==> config.mk <==
export PLATFORM = sky130hd
export DESIGN_NAME = handshake_ctrl
export DESIGN_NICKNAME = d
export VERILOG_FILES = /design/src/rtl/handshake_ctrl.sv
export SDC_FILE = /design/constraint.sdc
export NUM_CORES = 1
export LEC_CHECK = 0
export CAP_MARGIN = 20
export CELL_PAD_IN_SITES_DETAIL_PLACEMENT = 1
export CELL_PAD_IN_SITES_GLOBAL_PLACEMENT = 1
export CORE_MARGIN = 2
export CORE_UTILIZATION = 34
export CTS_CLUSTER_SIZE = 40
export DETAILED_ROUTE_END_ITERATION = 7
export GPL_TIMING_DRIVEN = 1
export PLACE_DENSITY_LB_ADDON = 0.1
export SYNTH_ARGS = -nofsm -noshare
export SYNTH_HDL_FRONTEND = slang
export SYNTH_SLANG_ARGS = --single-unit
==> constraint.sdc <==
create_clock -name clk -period 7.25 [get_ports clk]
set_clock_uncertainty 0.15 [all_clocks]
set_input_delay 1.45 -clock clk [delete_from_list [all_inputs] [get_ports clk]]
set_output_delay 1.45 -clock clk [all_outputs]
set_load 0.02 [all_outputs]
==> src/rtl/handshake_ctrl.sv <==
// Multi-channel start/finish handshake controller: one independent FSM per router port.
// Define HS_TIMEOUT_EN to enable the bounded-BUSY timeout (counters, TOUT state, timeout pulse).
module handshake_ctrl #(
  parameter int N_CH           = 5,
  parameter int TIMEOUT_CYCLES = 16
) (
  input  logic                      clk,
  input  logic                      rst,
  input  logic                      enable,
  input  logic [N_CH-1:0]           start,
  input  logic [N_CH-1:0]           finish,
  input  logic [N_CH-1:0]           result,
  output logic [N_CH-1:0]           ready,
  output logic [N_CH-1:0]           accept,
  output logic [N_CH-1:0]           timeout,
  output logic [N_CH-1:0]           proto_err,
  output logic [$clog2(N_CH+1)-1:0] busy_cnt
);

  localparam int BW = $clog2(N_CH+1);

  if (N_CH < 1 || N_CH > 16) begin : g_bad_n_ch
    $error("handshake_ctrl: N_CH must be 1..16");
  end
  if (TIMEOUT_CYCLES < 2) begin : g_bad_timeout
    $error("handshake_ctrl: TIMEOUT_CYCLES must be >= 2");
  end

  typedef enum logic [1:0] {
    IDLE = 2'd0,
    BUSY = 2'd1,
    DONE = 2'd2,
    TOUT = 2'd3
  } state_e;

  // Per-channel state is kept visible for checkers bound to this module.
  state_e          state_q [N_CH];
  state_e          state_d [N_CH];
  logic [N_CH-1:0] ready_d, accept_d, perr_d;
  logic [BW-1:0]   busy_d;

`ifdef HS_TIMEOUT_EN
  localparam int CW = $clog2(TIMEOUT_CYCLES);
  localparam logic [CW-1:0] CNT_MAX = CW'(TIMEOUT_CYCLES - 1);
  logic [N_CH-1:0][CW-1:0] cnt_q, cnt_d;
  logic [N_CH-1:0]         tout_q, tout_d;
  assign timeout = tout_q;
`else
  assign timeout = '0;
`endif

  // Handshake: a channel is ready while IDLE/DONE/TOUT; start (level) opens a
  // transaction, finish closes it, and accept mirrors result while it is live.
  always_comb begin
    ready_d  = ready;
    accept_d = accept;
    perr_d   = proto_err;
    busy_d   = '0;
`ifdef HS_TIMEOUT_EN
    cnt_d    = cnt_q;
    tout_d   = '0;
`endif
    for (int i = 0; i < N_CH; i++) begin
      state_d[i] = state_q[i];
      if (!enable) begin
        state_d[i]  = IDLE;
        ready_d[i]  = 1'b1;
        accept_d[i] = 1'b0;
`ifdef HS_TIMEOUT_EN
        cnt_d[i]    = '0;
`endif
      end else begin
        case (state_q[i])
          IDLE, DONE: begin
            if (start[i] && !finish[i]) begin
              state_d[i]  = BUSY;
              ready_d[i]  = 1'b0;
              accept_d[i] = result[i];
`ifdef HS_TIMEOUT_EN
              cnt_d[i]    = '0;
`endif
            end else if (start[i] && finish[i]) begin
              state_d[i]  = DONE;
              ready_d[i]  = 1'b1;
              accept_d[i] = result[i];
            end else begin
              state_d[i]  = IDLE;
              ready_d[i]  = 1'b1;
              accept_d[i] = 1'b0;
              if (finish[i]) perr_d[i] = 1'b1;
            end
          end
          BUSY: begin
            if (finish[i]) begin
              state_d[i]  = DONE;
              ready_d[i]  = 1'b1;
              accept_d[i] = result[i];
            end else if (!start[i]) begin
              state_d[i]  = IDLE;
              ready_d[i]  = 1'b1;
              accept_d[i] = 1'b0;
`ifdef HS_TIMEOUT_EN
            end else if (cnt_q[i] == CNT_MAX) begin
              state_d[i]  = TOUT;
              ready_d[i]  = 1'b1;
              accept_d[i] = 1'b0;
              tout_d[i]   = 1'b1;
`endif
            end else begin
              state_d[i]  = BUSY;
              ready_d[i]  = 1'b0;
              accept_d[i] = result[i];
`ifdef HS_TIMEOUT_EN
              cnt_d[i]    = cnt_q[i] + 1'b1;
`endif
            end
          end
`ifdef HS_TIMEOUT_EN
          // A timed-out channel waits for start to fall; finish is ignored here.
          TOUT: begin
            ready_d[i]  = 1'b1;
            accept_d[i] = 1'b0;
            if (!start[i]) state_d[i] = IDLE;
          end
`endif
          default: begin
            state_d[i]  = IDLE;
            ready_d[i]  = 1'b1;
            accept_d[i] = 1'b0;
          end
        endcase
      end
      busy_d = busy_d + BW'(state_d[i] == BUSY);
    end
  end

  always_ff @(posedge clk) begin
    if (rst) begin
      for (int i = 0; i < N_CH; i++) state_q[i] <= IDLE;
      ready     <= '1;
      accept    <= '0;
      proto_err <= '0;
      busy_cnt  <= '0;
`ifdef HS_TIMEOUT_EN
      cnt_q     <= '0;
      tout_q    <= '0;
`endif
    end else begin
      for (int i = 0; i < N_CH; i++) state_q[i] <= state_d[i];
      ready     <= ready_d;
      accept    <= accept_d;
      proto_err <= perr_d;
      busy_cnt  <= busy_d;
`ifdef HS_TIMEOUT_EN
      cnt_q     <= cnt_d;
      tout_q    <= tout_d;
`endif
    end
  end

endmodule

* After elaboration in Yosys (flattened, before gate mapping)
Memory sizes are Yosys's and may differ from the RTL's.
Cells that the tools add are included.
Widths: inputs -> output; s select.
** Storage, ports and cells
- Register bits after elaboration :: 18
- Memory bits (writable) :: 10
- Logic and storage cells :: 158
- Memories :: 1
** Cells by class
- Add/subtract/negate cells :: 4
- Eq/ne operators :: 15
- Mux-type cells :: 83
- Bitwise gates (word level) :: 16
- Reductions and logical operators :: 31
** Memory list
- state_q :: words 5, bits a word 2, rd ports 5, clocked after memory_dff 0, write ports 5, RTL line 37 : state_e state_q [N_CH];
** Operators by type and width (number)
- $mux 2 :: 25
- $mux 1 :: 43
- $reduce_and 5->1 :: 5
- $eq 2x1->1 const B :: 10
- $pmux 1 s2 :: 10
- $pmux 2 s2 :: 5
- $reduce_or 2->1 :: 6
- $not 1->1 :: 11
- $eq 2x2->1 const B :: 5
- $logic_and 1x1->1 :: 10
- $logic_not 2->1 :: 5
- $add 3x1->3 :: 2
- $logic_not 1->1 :: 5
- $or 1x1->1 :: 5
- $add 2x1->3 :: 1
- $add 1x1->2 :: 1

* Longest topological paths before layout
Gate-level depths: netlist (run 1).
- Depth after elaboration :: 10
- Mapped depth :: 7

* Least setup slack after synthesis (run 1)
OpenSTA, ideal clock, no wires.
- Path type :: input -> register
- Start point :: input enable
- End point :: register busy_cnt[1]
- Library setup time :: 0.116 ns
- Arrival time :: 3.162 ns
- Data required time :: 6.984 ns
- Path slack :: 3.822 ns
- Stages :: 7
- Path buffers :: 1
- Cells stage by stage :: buf_2 > nand2_1 > nor3_1 > fa_1 > fa_1 > ha_1 > nor2b_1
** On the way
- Word-level cells in the longest chain between the ends :: 6
- Elaborated cells between the ends (all ways) :: 14
- Those cells by class :: 4 x add/sub; 5 x eq/ne; 5 x mux
** Ends and longest elaborated chain
- start: declaration :: RTL line 9 : input logic enable,
- $mux 2 :: RTL line 65 : if (!enable) begin
- $eq 2x1->1 :: RTL line 133 : busy_d = busy_d + BW'(state_d[i] == BUSY);
- $add 1x1->2 :: RTL line 133
- $add 2x1->3 :: RTL line 133
- $add 3x1->3 :: RTL line 133
- $add 3x1->3 (*) :: RTL line 133
- net busy_d[1] :: RTL line 40 : logic [BW-1:0] busy_d;
- end signal: assignment :: RTL line 153 : busy_cnt <= busy_d;
- end: declaration :: RTL line 17 : output logic [$clog2(N_CH+1)-1:0] busy_cnt
Mark *: on every way through the listed nets, which the timed path passes. The rest lies on a longest branch.
A chain may end at the register's enable or synchronous reset.

* Final worst setup path (run 1)
Ends and elaborated chain as after synthesis.

==> impl_metrics.xml, run 1 <==
<?xml version="1.0" encoding="UTF-8"?>
<metrics>
  <group name="critical_path">
    <metric name="crit_chain" unit="">clkdlybuf4s50_1 -&gt; nand2_1 -&gt; nor3_1 -&gt; fa_1 -&gt; fa_1 -&gt; ha_1 -&gt; nor2b_1</metric>
    <metric name="worst_path_largest_cell_delay" unit="ps">700</metric>
    <metric name="cp.arrival" unit="ps">3830</metric>
    <metric name="critical_path.endpoint_type" unit="">register</metric>
    <metric name="cp_max_fo" unit="">11</metric>
    <metric name="slowest_stage" unit="">clkdlybuf4s50_1</metric>
    <metric name="critical_path.most_common_cell" unit="">fa_1</metric>
    <metric name="required" unit="ps">7300</metric>
    <metric name="worst_setup_path_start_kind" unit="">input pin</metric>
    <metric name="largest_delay_contributor_family_on_the_critical_path" unit="">adder cells</metric>
    <metric name="cp_buf_inv_count" unit="">1</metric>
    <metric name="setup.worst_path.class" unit="">input pin to register</metric>
  </group>
  <group name="outcome">
    <metric name="run_status" unit="">finished clean</metric>
  </group>
  <group name="power">
    <metric name="p_sw_share" unit="%">24.0</metric>
    <metric name="power.leakage" unit="nW">0.543</metric>
    <metric name="power_frac_clock" unit="%">26.7</metric>
    <metric name="relative_contribution_of_sequential_cells_to_total_power" unit="%">58.1</metric>
    <metric name="total_power" unit="mW">0.278</metric>
    <metric name="power.ir.vdd_worst" unit="mV">0.105</metric>
    <metric name="switchingPower" unit="mW">0.0668</metric>
    <metric name="internal-power" unit="mW">0.211</metric>
    <metric name="power.share.combinational" unit="%">15.3</metric>
    <metric name="power-per-cell-area" unit="nW/um^2">185</metric>
  </group>
  <group name="sta">
    <metric name="max-slew-margin-rel" unit="%">57.1</metric>
    <metric name="max_clock_freq" unit="GHz">0.264</metric>
    <metric name="final-setup-viol-count" unit="">0</metric>
    <metric name="fin_crit_sh" unit="%">52.2</metric>
    <metric name="fin_ws" unit="ps">3460</metric>
    <metric name="worstMarginPinSlew" unit="ps">641</metric>
    <metric name="final_period_minus_worst_setup_slack" unit="ps">3790</metric>
    <metric name="timing.final.max_slew_violations" unit="">0</metric>
    <metric name="rsz_0062_raised_after_global_routing" unit="">no</metric>
    <metric name="setup-tns-final" unit="ps">0</metric>
    <metric name="hold_violations" unit="">0</metric>
  </group>
  <group name="final_layout">
    <metric name="final_layout_size_suffix_gt1_share" unit="%">6.38</metric>
    <metric name="nFillCells" unit="">354</metric>
    <metric name="area.sequential" unit="um^2">561</metric>
    <metric name="diodes_inserted" unit="">0</metric>
    <metric name="fin_cells" unit="">185</metric>
    <metric name="finish.net_count" unit="">163</metric>
    <metric name="multi_input_area" unit="um^2">482</metric>
    <metric name="area_growth_syn_to_layout" unit="%">35.9</metric>
  </group>
  <group name="clock_tree">
    <metric name="cts_resized" unit="">0</metric>
    <metric name="clk_pin_slew_worst_paths" unit="ps">140</metric>
    <metric name="cts.root.buffer_cell" unit="">clkbuf_4</metric>
    <metric name="cts-buffers-inserted" unit="">3</metric>
    <metric name="tritoncts" unit="">built</metric>
    <metric name="cts.sinks" unit="">28</metric>
    <metric name="cts_setup_buffers" unit="">0</metric>
    <metric name="h-tree-depth" unit="">1</metric>
    <metric name="insertion_delay_of_the_later_clocked_pin_in_the_worst_skew_pair" unit="ps">320</metric>
    <metric name="cts_hold_buffers" unit="">0</metric>
    <metric name="max-clock-path-buffers" unit="">2</metric>
  </group>
  <group name="logic_synthesis">
    <metric name="netlist-cell-type-count" unit="">20</metric>
    <metric name="synth_seq_area_share" unit="%">50.6</metric>
    <metric name="netlist_area" unit="um^2">1110</metric>
    <metric name="synthesis.area_per_instance" unit="um^2">10.4</metric>
    <metric name="synth.ff_latch_count" unit="">28</metric>
    <metric name="syn-instance-count" unit="">107</metric>
    <metric name="yosysWarnings" unit="">0</metric>
  </group>
  <group name="global_route">
    <metric name="grt_first_pass_wirelength" unit="um">3630</metric>
    <metric name="grt_resource_usage_total" unit="%">13.0</metric>
    <metric name="global_route.overflow_total" unit="">0</metric>
    <metric name="grt_antenna_before_repair" unit="">0</metric>
    <metric name="grt_max_degree" unit="">20</metric>
    <metric name="grt_pass1_vias" unit="">830</metric>
  </group>
  <group name="floorplan">
    <metric name="starting_density_of_the_core" unit="%">36.0</metric>
    <metric name="die_width" unit="um">61.1</metric>
    <metric name="ioPinCount" unit="">41</metric>
    <metric name="floorplan.core_area" unit="um^2">3080</metric>
    <metric name="num_rows" unit="">20</metric>
    <metric name="die_area" unit="um^2">3730</metric>
    <metric name="die_h" unit="um">61.1</metric>
  </group>
  <group name="routing">
    <metric name="drc" unit="">0</metric>
    <metric name="drt_first_pass_iters" unit="">3</metric>
    <metric name="drtIter0Drc" unit="">7</metric>
    <metric name="avg_wl_per_cell" unit="um">11.9</metric>
    <metric name="totalWireLength" unit="um">2210</metric>
    <metric name="vias" unit="">865</metric>
    <metric name="detail_route.vias_per_cell" unit="">4.68</metric>
    <metric name="final_antenna_net_count" unit="">0</metric>
  </group>
  <group name="worst_hold_path">
    <metric name="worst_hold_path_type" unit="">register to register</metric>
  </group>
  <group name="placed_design">
    <metric name="post-place-cells" unit="">181</metric>
    <metric name="gp_congestion" unit="">0.643</metric>
    <metric name="place_worst_setup_slack" unit="ps">3060</metric>
    <metric name="hpwl" unit="um">1700</metric>
    <metric name="io_buffers" unit="">35</metric>
  </group>
  <group name="run">
    <metric name="max-cap-violations" unit="">0</metric>
  </group>
</metrics>
-- tightest hold or removal path: stages, from the launching register on --
cell,delay [ps]
dfxtp_1,330
inv_1,40
a21oi_1,50
-- sequential cells by signal, indices dropped and copies added, names as in the netlist --
register,count
busy_cnt,3
ready,5
accept,5
state_q,10
proto_err,5
-- Yosys cell counts (all sizes together) --
master / count / area (um^2)
nor4: 5 / 31.3
nor2b: 3 / 18.8
o21ai: 4 / 20.0
or4: 5 / 37.5
ha: 1 / 12.5
a211oi: 1 / 7.51
fa: 2 / 40.0
buf: 8 / 55.1
nand2: 5 / 18.8
inv: 6 / 22.5
nor4b: 5 / 75.1
and2: 5 / 31.3
nand4bb: 5 / 56.3
conb: 1 / 3.75
dfxtp: 28 / 561
a21oi: 10 / 50.1
nand2b: 3 / 18.8
nor3: 9 / 45.0
clkbuf: 1 / 3.75
-- final timing paths --
check                                    from            to  slack (ps)  depth (start not counted)
worst max-delay path                   enable   busy_cnt[1]        3460                          7
worst min register to register   proto_err[2]  proto_err[2]         310                          2
worst min-delay path             proto_err[2]  proto_err[2]         310                          2
worst max register to register  state_q[0][2]   busy_cnt[1]        4840                          6
-- final cells by class --
class	count	area share (%)
Sequential cell	28	37.2
Multi-Input combinational cell	68	32.0
Timing Repair Buffer	35	23.3
Tap cell	44	3.65
Clock buffer	4	2.41
Inverter	6	1.50
-- through the flow --
| stage | area [um^2] | util (%) | hold WS [ps] |
|---|---|---|---|
| after global placement | 1470 | 47.8 | 288 |
| after detailed placement | 1470 | 47.8 | 295 |
| after global routing | 1510 | 48.9 | 342 |
| after floorplan | 1120 | - | 323 |
| after CTS | 1510 | 48.9 | 315 |
| final | 1510 | 48.9 | 308 |
-- cell families (layout without fill, tap and decap cells) --
kind of cell	count (synthesis)	count (layout)	synth area share (%)
simple gates	45	45	30.0
flops	28	28	50.6
compound gates	15	15	7.00
buf+inv	15	45	7.34
fa+ha+maj	3	3	4.74
other cells	1	5	0.338
-- cells in the final DEF, fill, tap and decap left out, types with 5 or more instances in the layout --
cell              n
clkdlybuf4s50_1  35
dfxtp_1          28
a21oi_1          10
nor3_1            9
inv_1             6
and2_1            5
nand2_1           5
nor4b_2           5
nor4_1            5
or4_1             5
nand4bb_1         5
conb_1            5
-- routing by layer --
| layer | part of all wire, % | global-route usage, % | vias up |
|---|---|---|---|
| li1 | - | - | 437 |
| met5 | 0 | 0 | - |
| met3 | 4.6 | 3.15 | 2 |
| met4 | 0.59 | 4.66 | 0 |
| met2 | 50 | 22.3 | 20 |
| met1 | 44 | 15.9 | 406 |
-- power by group through the flow --
stage                     combinational [mW]  sequential (mW)  clock [mW]
after floorplan                       0.0186            0.170           0
after global placement                0.0422            0.165           0
after detailed placement              0.0431            0.165           0
after CTS                             0.0433            0.162      0.0774
after global routing                  0.0465            0.162      0.0828
final                                 0.0424            0.161      0.0742
No activity file was read; power rests on OpenSTA's default activity.
==> inputs of run 2 (changes only) <==
Settings changed: CORE_UTILIZATION 34 to 32.
Clock period 7.25 ns to 3.9 ns, I/O delays scaled along.
==> run 2 against run 1 <==
  * Critical path depth unchanged
  * Register-to-register slack worse by 3300 ps
  * Die area up 5.8%
  * Clock power up 89%
  * Highest routed layer unchanged
  * Non-clock buffer count up 2
  * Cell count up 2.2%
  * Sequential share of layout area down 0.43 points
  * Via count up 4.7%
  * Count of clock-buffer cells in the layout unchanged
  * Largest cell class unchanged
==> impl_metrics.xml, run 2 (same netlist as run 1, synthesis figures left out) <==
<?xml version="1.0" encoding="UTF-8"?>
<metrics>
  <group name="sta">
    <metric name="final_period_minus_worst_setup_slack" unit="ps">2990</metric>
    <metric name="max-slew-margin-rel" unit="%">62.7</metric>
    <metric name="final-setup-viol-count" unit="">0</metric>
    <metric name="max_clock_freq" unit="GHz">0.334</metric>
    <metric name="hold_violations" unit="">0</metric>
    <metric name="timing.final.max_slew_violations" unit="">0</metric>
    <metric name="setup-tns-final" unit="ps">0</metric>
    <metric name="fin_crit_sh" unit="%">76.7</metric>
    <metric name="worstMarginPinSlew" unit="ps">560</metric>
    <metric name="rsz_0062_raised_after_global_routing" unit="">no</metric>
  </group>
  <group name="critical_path">
    <metric name="setup.worst_path.class" unit="">input pin to register</metric>
    <metric name="worst_path_largest_cell_delay" unit="ps">620</metric>
    <metric name="setup.reg_to_reg.worst_slack" unit="ps">1510</metric>
    <metric name="required" unit="ps">3980</metric>
    <metric name="largest_delay_contributor_family_on_the_critical_path" unit="">adder cells</metric>
    <metric name="cp_buf_inv_count" unit="">1</metric>
    <metric name="slowest_stage" unit="">clkdlybuf4s50_1</metric>
    <metric name="cp_max_fo" unit="">7</metric>
    <metric name="critical_path.most_common_cell" unit="">fa_1</metric>
    <metric name="crit_chain" unit="">clkdlybuf4s50_1 -&gt; nand2_1 -&gt; nor3_1 -&gt; fa_1 -&gt; fa_1 -&gt; ha_1 -&gt; nor2b_1</metric>
    <metric name="cp.arrival" unit="ps">3070</metric>
    <metric name="critical_path.endpoint_type" unit="">register</metric>
    <metric name="worst_setup_path_start_kind" unit="">input pin</metric>
  </group>
  <group name="floorplan">
    <metric name="die_h" unit="um">62.9</metric>
    <metric name="die_area" unit="um^2">3950</metric>
    <metric name="floorplan.core_area" unit="um^2">3340</metric>
    <metric name="die_width" unit="um">62.9</metric>
    <metric name="starting_density_of_the_core" unit="%">33.2</metric>
    <metric name="num_rows" unit="">21</metric>
    <metric name="ioPinCount" unit="">41</metric>
  </group>
  <group name="placed_design">
    <metric name="detailed_place.area" unit="um^2">1490</metric>
    <metric name="io_buffers" unit="">35</metric>
    <metric name="hpwl" unit="um">1820</metric>
    <metric name="gp_congestion" unit="">0.674</metric>
  </group>
  <group name="global_route">
    <metric name="grt_pass1_vias" unit="">922</metric>
    <metric name="global_route.overflow_total" unit="">0</metric>
    <metric name="grt_resource_usage_total" unit="%">12.8</metric>
    <metric name="grt_max_degree" unit="">20</metric>
    <metric name="grt_antenna_before_repair" unit="">0</metric>
    <metric name="grt_first_pass_wirelength" unit="um">4040</metric>
  </group>
  <group name="clock_tree">
    <metric name="cts.sinks" unit="">28</metric>
    <metric name="cts-buffers-inserted" unit="">3</metric>
    <metric name="cts_setup_buffers" unit="">0</metric>
    <metric name="h-tree-depth" unit="">1</metric>
    <metric name="max-clock-path-buffers" unit="">2</metric>
    <metric name="tritoncts" unit="">built</metric>
    <metric name="insertion_delay_of_the_later_clocked_pin_in_the_worst_skew_pair" unit="ps">320</metric>
    <metric name="clk_pin_slew_worst_paths" unit="ps">140</metric>
    <metric name="cts_resized" unit="">0</metric>
    <metric name="cts.root.buffer_cell" unit="">clkbuf_4</metric>
    <metric name="cts_hold_buffers" unit="">0</metric>
  </group>
  <group name="routing">
    <metric name="detail_route.vias_per_cell" unit="">4.79</metric>
    <metric name="totalWireLength" unit="um">2390</metric>
    <metric name="drc" unit="">0</metric>
    <metric name="vias" unit="">906</metric>
    <metric name="final_antenna_net_count" unit="">0</metric>
    <metric name="drtIter0Drc" unit="">13</metric>
    <metric name="drt_first_pass_iters" unit="">3</metric>
    <metric name="avg_wl_per_cell" unit="um">12.7</metric>
  </group>
  <group name="worst_hold_path">
    <metric name="worst_hold_path_type" unit="">register to register</metric>
  </group>
  <group name="final_layout">
    <metric name="largest_register_ffs" unit="">10</metric>
    <metric name="finish.net_count" unit="">165</metric>
    <metric name="nFillCells" unit="">398</metric>
    <metric name="final_cell_mix" unit="">35 x clkdlybuf4s50_1, 28 x dfxtp_1, 10 x a21oi_1</metric>
    <metric name="multi_input_area" unit="um^2">482</metric>
    <metric name="area.sequential" unit="um^2">561</metric>
    <metric name="regMostFlops" unit="">state_q</metric>
    <metric name="diodes_inserted" unit="">0</metric>
    <metric name="mostFrequentLayoutCell" unit="">clkdlybuf4s50_1</metric>
    <metric name="area_growth_syn_to_layout" unit="%">37.5</metric>
    <metric name="layout.cell_area.non_filler" unit="um^2">1520</metric>
    <metric name="final_layout_size_suffix_gt1_share" unit="%">7.69</metric>
  </group>
  <group name="power">
    <metric name="power.leakage" unit="nW">0.553</metric>
    <metric name="total_power" unit="mW">0.522</metric>
    <metric name="power-per-cell-area" unit="nW/um^2">342</metric>
    <metric name="power.ir.vdd_worst" unit="mV">0.0972</metric>
  </group>
  <group name="run">
    <metric name="max-cap-violations" unit="">0</metric>
  </group>
  <group name="outcome">
    <metric name="run_status" unit="">finished clean</metric>
  </group>
</metrics>
[run 2: worst register-to-register path: stages (launching register included)]
cell and delay [ps]:
dfxtp_1 360, and2_1 210, nor3_1 270, fa_1 490, fa_1 430, ha_1 270, nor2b_1 130
[run 2: final cells by class]
| type | instances | area share [%] |
|---|---|---|
| Multi-Input combinational cell | 68 | 31.6 |
| Sequential cell | 28 | 36.8 |
| Clock buffer | 4 | 2.38 |
| Tap cell | 46 | 3.78 |
| Inverter | 6 | 1.48 |
| Timing Repair Buffer | 37 | 24.0 |
[run 2: path summary, 6_finish.rpt]
check                 from           end  cells past startpoint
min           proto_err[3]  proto_err[3]                      2
max                 enable   busy_cnt[1]                      7
min reg2reg   proto_err[3]  proto_err[3]                      2
max reg2reg  state_q[0][2]   busy_cnt[1]                      6
[run 2: per-stage QoR]
stage / hold WS (ps) / util (%) / std cells / worst slack [ps]
finish: 311 / 45.7 / 189 / 908
global route: 348 / 45.7 / 189 / 822
CTS: 315 / 45.7 / 189 / 894
detailed placement: 295 / 44.6 / 185 / 535
global placement: 286 / 44.6 / 185 / 610
floorplan: 323 / - / 111 / 1140
[run 2: per-layer routing]
| layer | vias to the layer above | global-route usage, % | wire, um |
|---|---|---|---|
| li1 | 444 | - | - |
| met4 | 0 | 6.39 | 37 |
| met1 | 432 | 14.3 | 1050 |
| met2 | 24 | 22.3 | 1190 |
| met5 | - | 0 | 0 |
| met3 | 6 | 3.24 | 119 |
[run 2: power by group]
group          internal (mW)  leakage, nW  total, mW  switching, mW
sequential             0.296        0.228      0.300        0.00408
clock                 0.0571       0.0210      0.140         0.0828
combinational         0.0407        0.304     0.0815         0.0409
